[src/rtl/ps2_key_fifo.sv]
// ps2_key_fifo
//
// Keyboard event queue for the Z80 bus. Every toggle of ps2_key[10] is one
// press or release event from hps_io. Each event is stored in a small FIFO, so
// the CPU can poll at its own pace without losing keys.
//
// Ports
//   clk_24       system clock, rising edge
//   reset        synchronous, active-high reset
//   ps2_key      [7:0] scancode, [8] extended, [9] pressed, [10] event toggle
//   cpu_cs       block select (decoded I/O page)
//   cpu_addr     register select
//                  0 status   {nonempty, overflow, 0, count[4:0]}
//                  1 head     scancode
//                  2 head     {6'b0, pressed, ext}
//                  3 command  (write only; reads 8'h00)
//   cpu_wr_n     write strobe, active low. It may be held low for many
//                clocks, but only one command executes per strobe.
//   cpu_din      command bits: [0] pop, [1] clear overflow, [2] flush
//   cpu_dout     read data, combinational from registers
//   irq_pending  high while the FIFO holds at least one entry
//
// Parameter
//   DEPTH_LOG2   FIFO depth is 2**DEPTH_LOG2 entries. Legal values are 2..4.
//
// Build option
//   KEYFIFO_REPEAT_FILTER_EN  When defined, typematic repeats are dropped.
//                             A press that equals the last stored, still-held
//                             press is discarded.

module ps2_key_fifo #(
    parameter int DEPTH_LOG2 = 4
) (
    input  logic        clk_24,
    input  logic        reset,
    input  logic [10:0] ps2_key,
    input  logic        cpu_cs,
    input  logic [1:0]  cpu_addr,
    input  logic        cpu_wr_n,
    input  logic [7:0]  cpu_din,
    output logic [7:0]  cpu_dout,
    output logic        irq_pending
);

    localparam int DEPTH = 1 << DEPTH_LOG2;
    localparam int CW    = DEPTH_LOG2 + 1;

    // Storage layout is ps2_key[9:0]: [9] pressed, [8] ext, [7:0] code.
    logic [9:0]            mem [DEPTH];
    logic [DEPTH_LOG2-1:0] wr_ptr;
    logic [DEPTH_LOG2-1:0] rd_ptr;
    logic [CW-1:0]         count;
    logic                  overflow;
    logic                  tog_q;
    logic                  wr_q;

    logic       wr_act;
    logic       cmd_fire;
    logic       cmd_pop;
    logic       cmd_clr;
    logic       cmd_flush;
    logic       event_det;
    logic       repeat_hit;
    logic       push_req;
    logic       empty;
    logic       full;
    logic       do_pop;
    logic       do_push;
    logic       drop;
    logic [9:0] head;
    logic [4:0] count5;
    logic       unused_din;

    assign unused_din = ^cpu_din[7:3];

    // A command fires only on the first cycle of a strobe. wr_q is also
    // loaded while reset is asserted. A strobe that is still held across the
    // release of reset therefore cannot fire until it is released and
    // asserted again.
    assign wr_act    = cpu_cs & ~cpu_wr_n;
    assign cmd_fire  = wr_act & ~wr_q & (cpu_addr == 2'd3);
    assign cmd_pop   = cmd_fire & cpu_din[0];
    assign cmd_clr   = cmd_fire & cpu_din[1];
    assign cmd_flush = cmd_fire & cpu_din[2];

    assign event_det = ps2_key[10] != tog_q;
    assign push_req  = event_det & ~repeat_hit;

    assign empty = (count == '0);
    assign full  = (count == CW'(DEPTH));

    // Flush beats everything. A pop of an empty FIFO does nothing, even when
    // a push lands on the same cycle. A pop frees a slot, so a push to a full
    // FIFO is still stored when a pop happens on the same cycle.
    assign do_pop  = cmd_pop & ~empty & ~cmd_flush;
    assign do_push = push_req & (~full | do_pop) & ~cmd_flush;
    assign drop    = push_req & full & ~do_pop & ~cmd_flush;

`ifdef KEYFIFO_REPEAT_FILTER_EN
    logic       lp_valid;
    logic [8:0] lp_key;

    // Compare {ext, code} against the press that is currently held.
    assign repeat_hit = event_det & ps2_key[9] & lp_valid
                        & (ps2_key[8:0] == lp_key);

    always_ff @(posedge clk_24) begin
        if (reset) begin
            lp_valid <= 1'b0;
            lp_key   <= '0;
        end else if (cmd_flush) begin
            lp_valid <= 1'b0;
        end else if (event_det && !repeat_hit) begin
            if (ps2_key[9]) begin
                if (do_push) begin
                    lp_valid <= 1'b1;
                    lp_key   <= ps2_key[8:0];
                end
            end else if (lp_valid && ps2_key[8:0] == lp_key) begin
                lp_valid <= 1'b0;
            end
        end
    end
`else
    assign repeat_hit = 1'b0;
`endif

    always_ff @(posedge clk_24) begin
        if (reset) begin
            // Taking the current toggle level during reset means the first
            // cycle after reset does not see a false event.
            tog_q    <= ps2_key[10];
            wr_q     <= wr_act;
            wr_ptr   <= '0;
            rd_ptr   <= '0;
            count    <= '0;
            overflow <= 1'b0;
            for (int i = 0; i < DEPTH; i++) begin
                mem[i] <= '0;
            end
        end else begin
            tog_q <= ps2_key[10];
            wr_q  <= wr_act;

            if (cmd_flush) begin
                wr_ptr <= '0;
                rd_ptr <= '0;
                count  <= '0;
            end else begin
                if (do_push) begin
                    mem[wr_ptr] <= ps2_key[9:0];
                    wr_ptr      <= wr_ptr + DEPTH_LOG2'(1);
                end
                if (do_pop) begin
                    rd_ptr <= rd_ptr + DEPTH_LOG2'(1);
                end
                count <= count + CW'(do_push) - CW'(do_pop);
            end

            // A dropped push wins over a clear on the same cycle, so the
            // loss is never hidden.
            if (drop) begin
                overflow <= 1'b1;
            end else if (cmd_clr) begin
                overflow <= 1'b0;
            end
        end
    end

    assign head   = empty ? 10'd0 : mem[rd_ptr];
    assign count5 = 5'(count);

    always_comb begin
        cpu_dout = 8'h00;
        if (!reset) begin
            case (cpu_addr)
                2'd0:    cpu_dout = {~empty, overflow, 1'b0, count5};
                2'd1:    cpu_dout = head[7:0];
                2'd2:    cpu_dout = {6'b0, head[9], head[8]};
                default: cpu_dout = 8'h00;
            endcase
        end
    end

    assign irq_pending = ~empty;

endmodule

[config.mk]
export PLATFORM = sky130hd
export DESIGN_NAME = ps2_key_fifo
export DESIGN_NICKNAME = d
export VERILOG_FILES = /design/src/rtl/ps2_key_fifo.sv
export SDC_FILE = /design/constraint.sdc
export NUM_CORES = 1
export LEC_CHECK = 0
export ABC_AREA = 1
export BUFFER_PORTS_ARGS = -buffer_cell sky130_fd_sc_hd__buf_2
export CAP_MARGIN = 30
export CELL_PAD_IN_SITES_DETAIL_PLACEMENT = 0
export CELL_PAD_IN_SITES_GLOBAL_PLACEMENT = 2
export CORE_MARGIN = 8
export CORE_UTILIZATION = 29
export DETAILED_ROUTE_END_ITERATION = 6
export MAX_ROUTING_LAYER = met4
export PLACE_DENSITY = 0.63
export SYNTH_ARGS = -nofsm -noshare
export SYNTH_HDL_FRONTEND = slang
export SYNTH_SLANG_ARGS = --single-unit
[constraint.sdc]
create_clock -name clk_24 -period 2.9 [get_ports clk_24]
set_clock_uncertainty 0.05 [all_clocks]
set_input_delay 0.58 -clock clk_24 [delete_from_list [all_inputs] [get_ports clk_24]]
set_output_delay 0.58 -clock clk_24 [all_outputs]
set_load 0.02 [all_outputs]
==> flow_summary.toml, run 1 <==
[power_and_ir_drop]
power_density_nw_per_um2 = 605
p_total_mw = 6.46
peakVddDrop_uv = 365
leakagePower_nw = 4.39

[yosys]
synth_top_area_share = 0.559
avgSynthCellArea_um2 = 9.17
synth_area_leaders = "edfxtp_1 (56%), nor2_1 (10%), nand2_1 (7.8%)"
syn_inst = 937
synth_edf_count = 160
async_flop_share = 0
synth.largest_area_cell = "edfxtp_1"
synth.yosys.warnings = 0
synthFlopType = "edfxtp_1"
yosysMostFrequentCell = "nor2_1"
seq_area_frac_synth = 0.606
synth-seq-cells = 180
synthDistinctLibCells = 29
synth_nets = 974
netlist_area_um2 = 8590
synth_commonest_cells = "nor2_1 (233), nand2_1 (179), edfxtp_1 (160)"

[worst_setup_path]
cp.depth = 10
cpMostUsedCell = "nand3_1"
crit_path_end = "cpu_dout[7]"
r2r_setup_slack_ns = 0.23
cp-start-kind = "flip-flop"
worstSetupEndpointType = "output port"
r2r_cells = 16
worstPathRequired_ns = 2.27
critPathTopFamily = "buffers and inverters"
crit_slowest_cell = "o211ai_1"
critPathMaxStageDelay_ns = 0.38
cp.arrival_ns = 2.20
crit_type = "flip-flop to output port"
cp.buffers_inverters = 5
crit_chain = "buf_6, clkinv_8, clkbuf_16, o21ai_0, o211ai_1, nand3_1, nand3_1, nand2_1, inv_1, buf_4"
r2r-start = "count[3]"
critical_path.max_fanout = 4
reg2reg_to = "count[4]"

[global_routing]
antenna_found_initial = 0
grt_pass1_vias = 6324
grt_pass1_wl_mm = 38.9
overflow = 0
grt_max_degree = 39
grt_usage = 0.151

[route]
drt_pass1_iterations = 5
drt-wirelength-per-cell_um = 19.5
wirelength_mm = 27.3
vias = 6398
drtIter0Drc = 470
post-route-drc-count = 0
avgViaCountPerCell = 4.57
ant_nets = 0

[floorplan]
core_area_um2 = 29400
die_h_um = 188
die-width_um = 188
rows = 63
start_util = 0.292
dieArea_um2 = 35400
ios = 34

[sta]
finalCriticalPeriod_ns = 2.83
finalSetupTns_ns = 0
hold_viol = 0
max_slew.worst_pin.slew_ns = 0.888
slew_violations = 0
fin_crit_sh = 0.975
max_clock_freq_mhz = 353
rsz0062_at_grt = "true"
setup_viol = 0
hold_ws_ns = 0.222
relSlewSlack = 0.407

[final_layout]
finalCoreUtilization = 0.363
syn_to_final_growth_pct = 24.3
antenna_cells = 0
final_nets = 1036
drive_above_1_share = 0.190

[placed_design]
portBuffers = 28
place.gp.congestion = 0.758
dp_hpwl_mm = 16.5

[status]
status = "completed"

[cts]
h-tree-depth = 4
cts_buffers = 17
clkLatencyLatePin_ns = 0.43
cts-root-buf = "clkbuf_16"
holdBufCountCts = 0
clockBufferDepth = 2
cts.sinks = 180
cts_tree = "done"
clkSlewWorstSetupHoldPaths_ns = 0.07

[hold_path]
min_path_type = "primary input to flip-flop"
hold-path-cell-count = 1
worst_hold_startpoint = "ps2_key[10]"

[job]
maxCapViolCount = 0
timing repair:
item,4_1_cts,5_1_grt
gates resized for setup,7,91
endpoints found under the setup margin,7,9
buffers inserted,1,13
gates cloned,1,11
pin swaps,0,28
cell usage in the layout (no fill, tap or decap), drive strengths merged:
| cell | n |
|---|---|
| nand3 | 85 |
| o21ai | 42 |
| clkinvlp | 1 |
| fa | 1 |
| or2 | 2 |
| clkinv | 5 |
| o211ai | 13 |
| nor3 | 2 |
| inv | 90 |
| dfxtp | 20 |
| ha | 11 |
| xor2 | 4 |
| o21bai | 3 |
| buf | 93 |
| a21oi | 26 |
| xnor2 | 2 |
| nand4 | 1 |
| clkbuf | 25 |
| nor3b | 1 |
| bufinv | 4 |
| nand2 | 181 |
| o221ai | 1 |
| edfxtp | 160 |
| nor2 | 238 |
flip-flops by register name, summed over array words and instances, names as in the netlist, named ones only:
signal    cells
mem         160
count         5
rd_ptr        4
wr_ptr        4
overflow      1
tog_q         1
wr_q          1
layout make-up:
| class | instances | area, µm² |
|---|---|---|
| inverter | 85 | 337 |
| timing repair buffer | 101 | 1010 |
| multi-input combinational | 613 | 2970 |
| fill | 2990 | 18700 |
| timing repair inverter | 1 | 16.3 |
| clock buffer | 17 | 425 |
| clock inverter | 14 | 214 |
| tap | 390 | 488 |
| sequential | 180 | 5210 |
where the power goes:
| group | switching, mW | internal, mW | total (mW) |
|---|---|---|---|
| combinational | 0.554 | 0.290 | 0.844 |
| clock | 1.11 | 1.48 | 2.58 |
| sequential | 0.0638 | 2.97 | 3.03 |
| total | 1.72 | 4.74 | 6.46 |
metrics by stage:
step           area, µm²  setup WS, ns  std cells
2_1_floorplan       8590        0.0899        937
3_3_place_gp        9340       -0.0271       1344
3_5_place_dp        9340       -0.0362       1344
4_1_cts            10000       0.00207       1377
5_1_grt            10700       -0.0154       1401
6_report           10700        0.0711       1401
routing by layer:
metal	GRT usage	wire, µm
met5	-	0
met1	0.204	13200
met4	0.0315	311
met3	0.0195	705
met2	0.240	13100
cells by family (layout without fill, tap and decap cells):
| logic type | Yosys count | count (layout) | share of synthesized area |
|---|---|---|---|
| AOI/OAI and AO/OA | 85 | 85 | 0.0546 |
| xor gates and xnor gates | 6 | 6 | 0.00612 |
| buffers and inverters | 144 | 218 | 0.0714 |
| and+or+nand+nor | 510 | 510 | 0.243 |
| adders and majority gates | 12 | 12 | 0.0184 |
| DFF | 180 | 180 | 0.606 |
worst min path at each step:
stage / endpoint / slack [ns]
2_1_floorplan: overflow / 0.39
3_3_place_gp: overflow / 0.42
3_5_place_dp: overflow / 0.42
4_1_cts: tog_q / 0.20
5_1_grt: tog_q / 0.21
6_report: tog_q / 0.22
No activity file was read; power rests on OpenSTA's default activity.
==> run 2: changes to the inputs <==
PLACE_DENSITY = default   (was 0.63)
PLACE_DENSITY_LB_ADDON = 0.1   (was default)
SLEW_MARGIN = 20   (was default)
==> run 2 against run 1 <==
Compared with the run above: clock power decreased by 9.7%; highest routed layer unchanged; total power decreased by 4.0%; critical endpoint is now cpu_dout[1]; largest cell class unchanged; global-route usage increased by 0.65 points.
==> flow_summary.toml, run 2 (same netlist as run 1, synthesis figures left out) <==
[worst_setup_path]
critPathMaxStageDelay_ns = 0.45
worstPathRequired_ns = 2.27
crit_chain = "inv_6, buf_12, nand2_1, nand3_1, nand3_1, nand3_2, nand2_1, nand2_1, nand3_1, nand2_1, inv_1, buf_2"
worstSetupEndpointType = "output port"
crit_slowest_cell = "dfxtp_4"
critPathTopFamily = "simple AND/OR/NAND/NOR gates"
cp.arrival_ns = 2.18
cp-start-kind = "flip-flop"
critical_path.max_fanout = 10
crit_type = "flip-flop to output port"
cp.buffers_inverters = 4
cpMostUsedCell = "nand2_1"

[sta]
finalCriticalPeriod_ns = 2.81
relSlewSlack = 0.385
hold_viol = 0
max_clock_freq_mhz = 355
setup_viol = 0
hold_ws_ns = 0.218
fin_crit_sh = 0.970
rsz0062_at_grt = "true"
finalSetupTns_ns = 0
slew_violations = 0
setup_ws_ns = 0.0870
max_slew.worst_pin.slew_ns = 0.921

[placed_design]
dp_slack_ns = -0.0669
dp_hpwl_mm = 17.3
portBuffers = 28
dpl_cell_area_um2 = 9350
place.gp.congestion = 0.726

[floorplan]
die_h_um = 188
start_util = 0.292
ios = 34
die-width_um = 188
rows = 63
dieArea_um2 = 35400
core_area_um2 = 29400

[final_layout]
final_area_um2 = 10100
final_common_cell = "nor2_1"
seq_area_um2 = 5210
max_flop_register = "mem"
final_nets = 1014
syn_to_final_growth_pct = 17.8
drive_above_1_share = 0.140
largest_reg_flops = 160
nFillCells = 3062
antenna_cells = 0
reg_top3 = "mem (160), count (5)"
multi_input_area_um2 = 2830
final_cell_mix = "nor2_1 (231), nand2_1 (177), edfxtp_1 (160)"

[route]
drt-wirelength-per-cell_um = 19.7
drt_pass1_iterations = 5
vias = 6234
post-route-drc-count = 0
drtIter0Drc = 390
ant_nets = 0
wirelength_mm = 27.2
avgViaCountPerCell = 4.52

[global_routing]
grt_max_degree = 49
grt_pass1_wl_mm = 39.9
grt_usage = 0.157
overflow = 0
antenna_found_initial = 0
grt_pass1_vias = 6207

[power_and_ir_drop]
peakVddDrop_uv = 269
p_total_mw = 6.20
power_density_nw_per_um2 = 613
leakagePower_nw = 4.14

[status]
status = "completed"

[job]
maxCapViolCount = 0

[cts]
clkLatencyLatePin_ns = 0.43
holdBufCountCts = 0
h-tree-depth = 4
clockBufferDepth = 2
cts.sinks = 180
cts_tree = "done"
clkSlewWorstSetupHoldPaths_ns = 0.08
cts_buffers = 17
cts-root-buf = "clkbuf_16"

[hold_path]
min_path_type = "primary input to flip-flop"
-- run 2: cell types whose count changed in the layout (fill, tap and decap cells not counted), moves of 4 or more --
cell       before  now
o21ai_0        23   38
nand3_1        61   75
nand3_2        23   10
buf_6          10    0
buf_4          53   44
o21ai_1        11    4
o21ai_2         7    0
buf_2          21   26
clkbuf_16      25   20
a21oi_1        22   26
a21oi_2         4    0
-- run 2: cell type report --
| cell class | count | area share |
|---|---|---|
| Clock buffer | 18 | 0.0424 |
| Clock inverter | 14 | 0.0138 |
| Inverter | 85 | 0.0324 |
| Multi-Input combinational cell | 613 | 0.279 |
| Sequential cell | 180 | 0.515 |
| Tap cell | 390 | 0.0482 |
| Timing Repair Buffer | 80 | 0.0690 |
-- run 2: metrics by stage --
stage | cells | util
floorplan | 937 | -
global placement | 1343 | 0.318
detailed placement | 1343 | 0.318
CTS | 1376 | 0.339
global route | 1380 | 0.344
finish | 1380 | 0.344
-- run 2: path summary, 6_finish.rpt --
| path | startpoint | endpoint | slack (ns) | cells after the start |
|---|---|---|---|---|
| worst max-delay path | flip-flop | cpu_dout[1] | 0.09 | 12 |
| worst min-delay path | ps2_key[10] | tog_q | 0.22 | 1 |
| worst max register to register | count[2] | count[4] | 0.16 | 16 |
| worst min register to register | overflow | overflow | 0.43 | 2 |
-- run 2: per-layer routing --
metal  up-vias  track usage  part of all wire
met5         -            -                 0
met4         0       0.0355            0.0093
met3        13       0.0204             0.022
met2        78        0.246              0.47
met1      3004        0.215              0.50
li1       3139            -                 -
-- run 2: timing repair --
item,CTS,global route
resized for setup,2,26
gates cloned,1,3
setup buffers,0,1
setup endpoints to repair,3,9
pin swaps,0,3
-- run 2: power by group --
group | switching (mW) | internal [mW] | leakage, nW
registers | 0.0576 | 2.97 | 1.82
clock network | 1.11 | 1.21 | 0.276
logic | 0.555 | 0.292 | 2.05
total | 1.73 | 4.48 | 4.14
==> run 3: changes to the inputs <==
PLACE_DENSITY = 0.7   (was default)
PLACE_DENSITY_LB_ADDON = default   (was 0.1)
==> run 3 against run 2 <==
Compared with the run above: global-route usage down 1.3 points; cell count rose by 0.51%; critical path depth is 2 lower; die area unchanged; utilization increased by 0.48 points; hold slack gained 0.0041 ns; via count up 3.3%; combinational power shrank 4.1%; setup slack worse by 0.00084 ns; register-to-register slack improved by 0.03 ns; routed wire length decreased by 5.4%; maximum frequency is essentially flat.
==> flow_summary.toml, run 3 (same netlist as run 1, synthesis figures left out) <==
[global_routing]
antenna_found_initial = 0
grt_usage = 0.144
grt_pass1_wl_mm = 37.5
grt_max_degree = 47
grt_pass1_vias = 6393
overflow = 0

[sta]
setup_viol = 0
hold_viol = 0
relSlewSlack = 0.379
slew_violations = 0
rsz0062_at_grt = "true"
hold_ws_ns = 0.222
fin_crit_sh = 0.970
max_slew.worst_pin.slew_ns = 0.931
finalCriticalPeriod_ns = 2.81
max_clock_freq_mhz = 355

[worst_setup_path]
reg2reg_to = "count[4]"
r2r-start = "count[3]"
cp-start-kind = "flip-flop"
r2r_setup_slack_ns = 0.19
crit_type = "flip-flop to output port"
cp.arrival_ns = 2.18
r2r_cells = 16
worstSetupEndpointType = "output port"
worstPathRequired_ns = 2.27
critical_path.max_fanout = 6

[floorplan]
start_util = 0.292
rows = 63
core_area_um2 = 29400
dieArea_um2 = 35400
ios = 34
die-width_um = 188
die_h_um = 188

[final_layout]
drive_above_1_share = 0.151
final_nets = 1021
final_area_um2 = 10300
final_cell_mix = "nor2_1 (231), nand2_1 (177), edfxtp_1 (160)"
max_flop_register = "mem"
syn_to_final_growth_pct = 19.5
final_common_cell = "nor2_1"
antenna_cells = 0
fin_cells = 1387
largest_reg_flops = 160
reg_top3 = "mem (160), count (5)"

[status]
status = "completed"

[route]
ant_nets = 0
drtIter0Drc = 393
vias = 6440
wirelength_mm = 25.7
drt-wirelength-per-cell_um = 18.5
post-route-drc-count = 0
avgViaCountPerCell = 4.64
drt_pass1_iterations = 5

[cts]
clkLatencyLatePin_ns = 0.43
clockBufferDepth = 2
cts_tree = "done"
h-tree-depth = 4
cts_buffers = 17
holdBufCountCts = 0
clkSlewWorstSetupHoldPaths_ns = 0.07
cts.sinks = 180
cts-root-buf = "clkbuf_16"

[placed_design]
dp_hpwl_mm = 15.8
placedCellCount = 1344
dpl_cell_area_um2 = 9320
portBuffers = 28
place.gp.congestion = 0.763

[power_and_ir_drop]
power_density_nw_per_um2 = 611
leakagePower_nw = 4.18
peakVddDrop_uv = 377
p_total_mw = 6.27

[hold_path]
hold-path-cell-count = 1
hold_end = "tog_q"
worst_hold_startpoint = "ps2_key[10]"
min_path_type = "primary input to flip-flop"

[job]
maxCapViolCount = 0
[run 3: layer usage]
metal	track usage	vias to the layer above	wire (µm)
met1	0.190	3127	12300
met5	-	-	0
met2	0.227	131	12100
li1	-	3149	-
met3	0.0219	33	862
met4	0.0406	0	503
[run 3: how the worst max path moves through the flow]
stage / cells past startpoint / end / slack, ns / from
after floorplan: 16 / count[4] / 0.09 / count[2]
after global placement: 15 / count[4] / -0.03 / cpu_wr_n
after detailed placement: 15 / count[4] / -0.05 / cpu_wr_n
after CTS: 8 / cpu_dout[1] / 0.005 / flip-flop
after global routing: 16 / count[4] / -0.04 / count[2]
final: 10 / cpu_dout[7] / 0.09 / flip-flop
[run 3: layout make-up]
class,count,area [µm²]
timing repair buffer,85,756
timing repair inverter,2,20.0
tap,390,488
fill,3023,19100
clock buffer,19,433
inverter,85,333
clock inverter,13,173
sequential,180,5210
multi-input combinational,613,2850
[run 3: report_power, final]
| group | leakage, nW | switching (mW) | total (mW) | internal, mW |
|---|---|---|---|---|
| registers | 1.82 | 0.0658 | 3.04 | 2.97 |
| clock network | 0.292 | 1.05 | 2.42 | 1.37 |
| logic | 2.07 | 0.539 | 0.812 | 0.273 |
[run 3: repair_timing]
action                                  in CTS  in global routing
resized for setup                            9                 42
pin swaps                                    0                 11
endpoints found under the hold margin        0                  0
endpoints found under the setup margin       8                 10
buffers inserted                             0                  3
gates cloned                                 1                  7
[run 3: metrics by stage]
stage / setup TNS [ns] / setup slack (ns) / utilization
2_1_floorplan: 0 / 0.0899 / -
3_3_place_gp: -0.0320 / -0.0320 / 0.317
5_1_grt: -0.0472 / -0.0420 / 0.349
4_1_cts: 0 / 0.00482 / 0.340
3_5_place_dp: -0.0531 / -0.0531 / 0.317
6_report: 0 / 0.0861 / 0.349
[run 3: critical path, stage by stage, from the launching register on]
cell	delay [ns]
dfxtp_4	0.35
buf_12	0.15
clkinv_8	0.07
buf_4	0.14
o21ai_0	0.08
o211ai_1	0.38
nand3_1	0.21
nand3_1	0.13
nand2_1	0.05
inv_1	0.05
buf_4	0.13
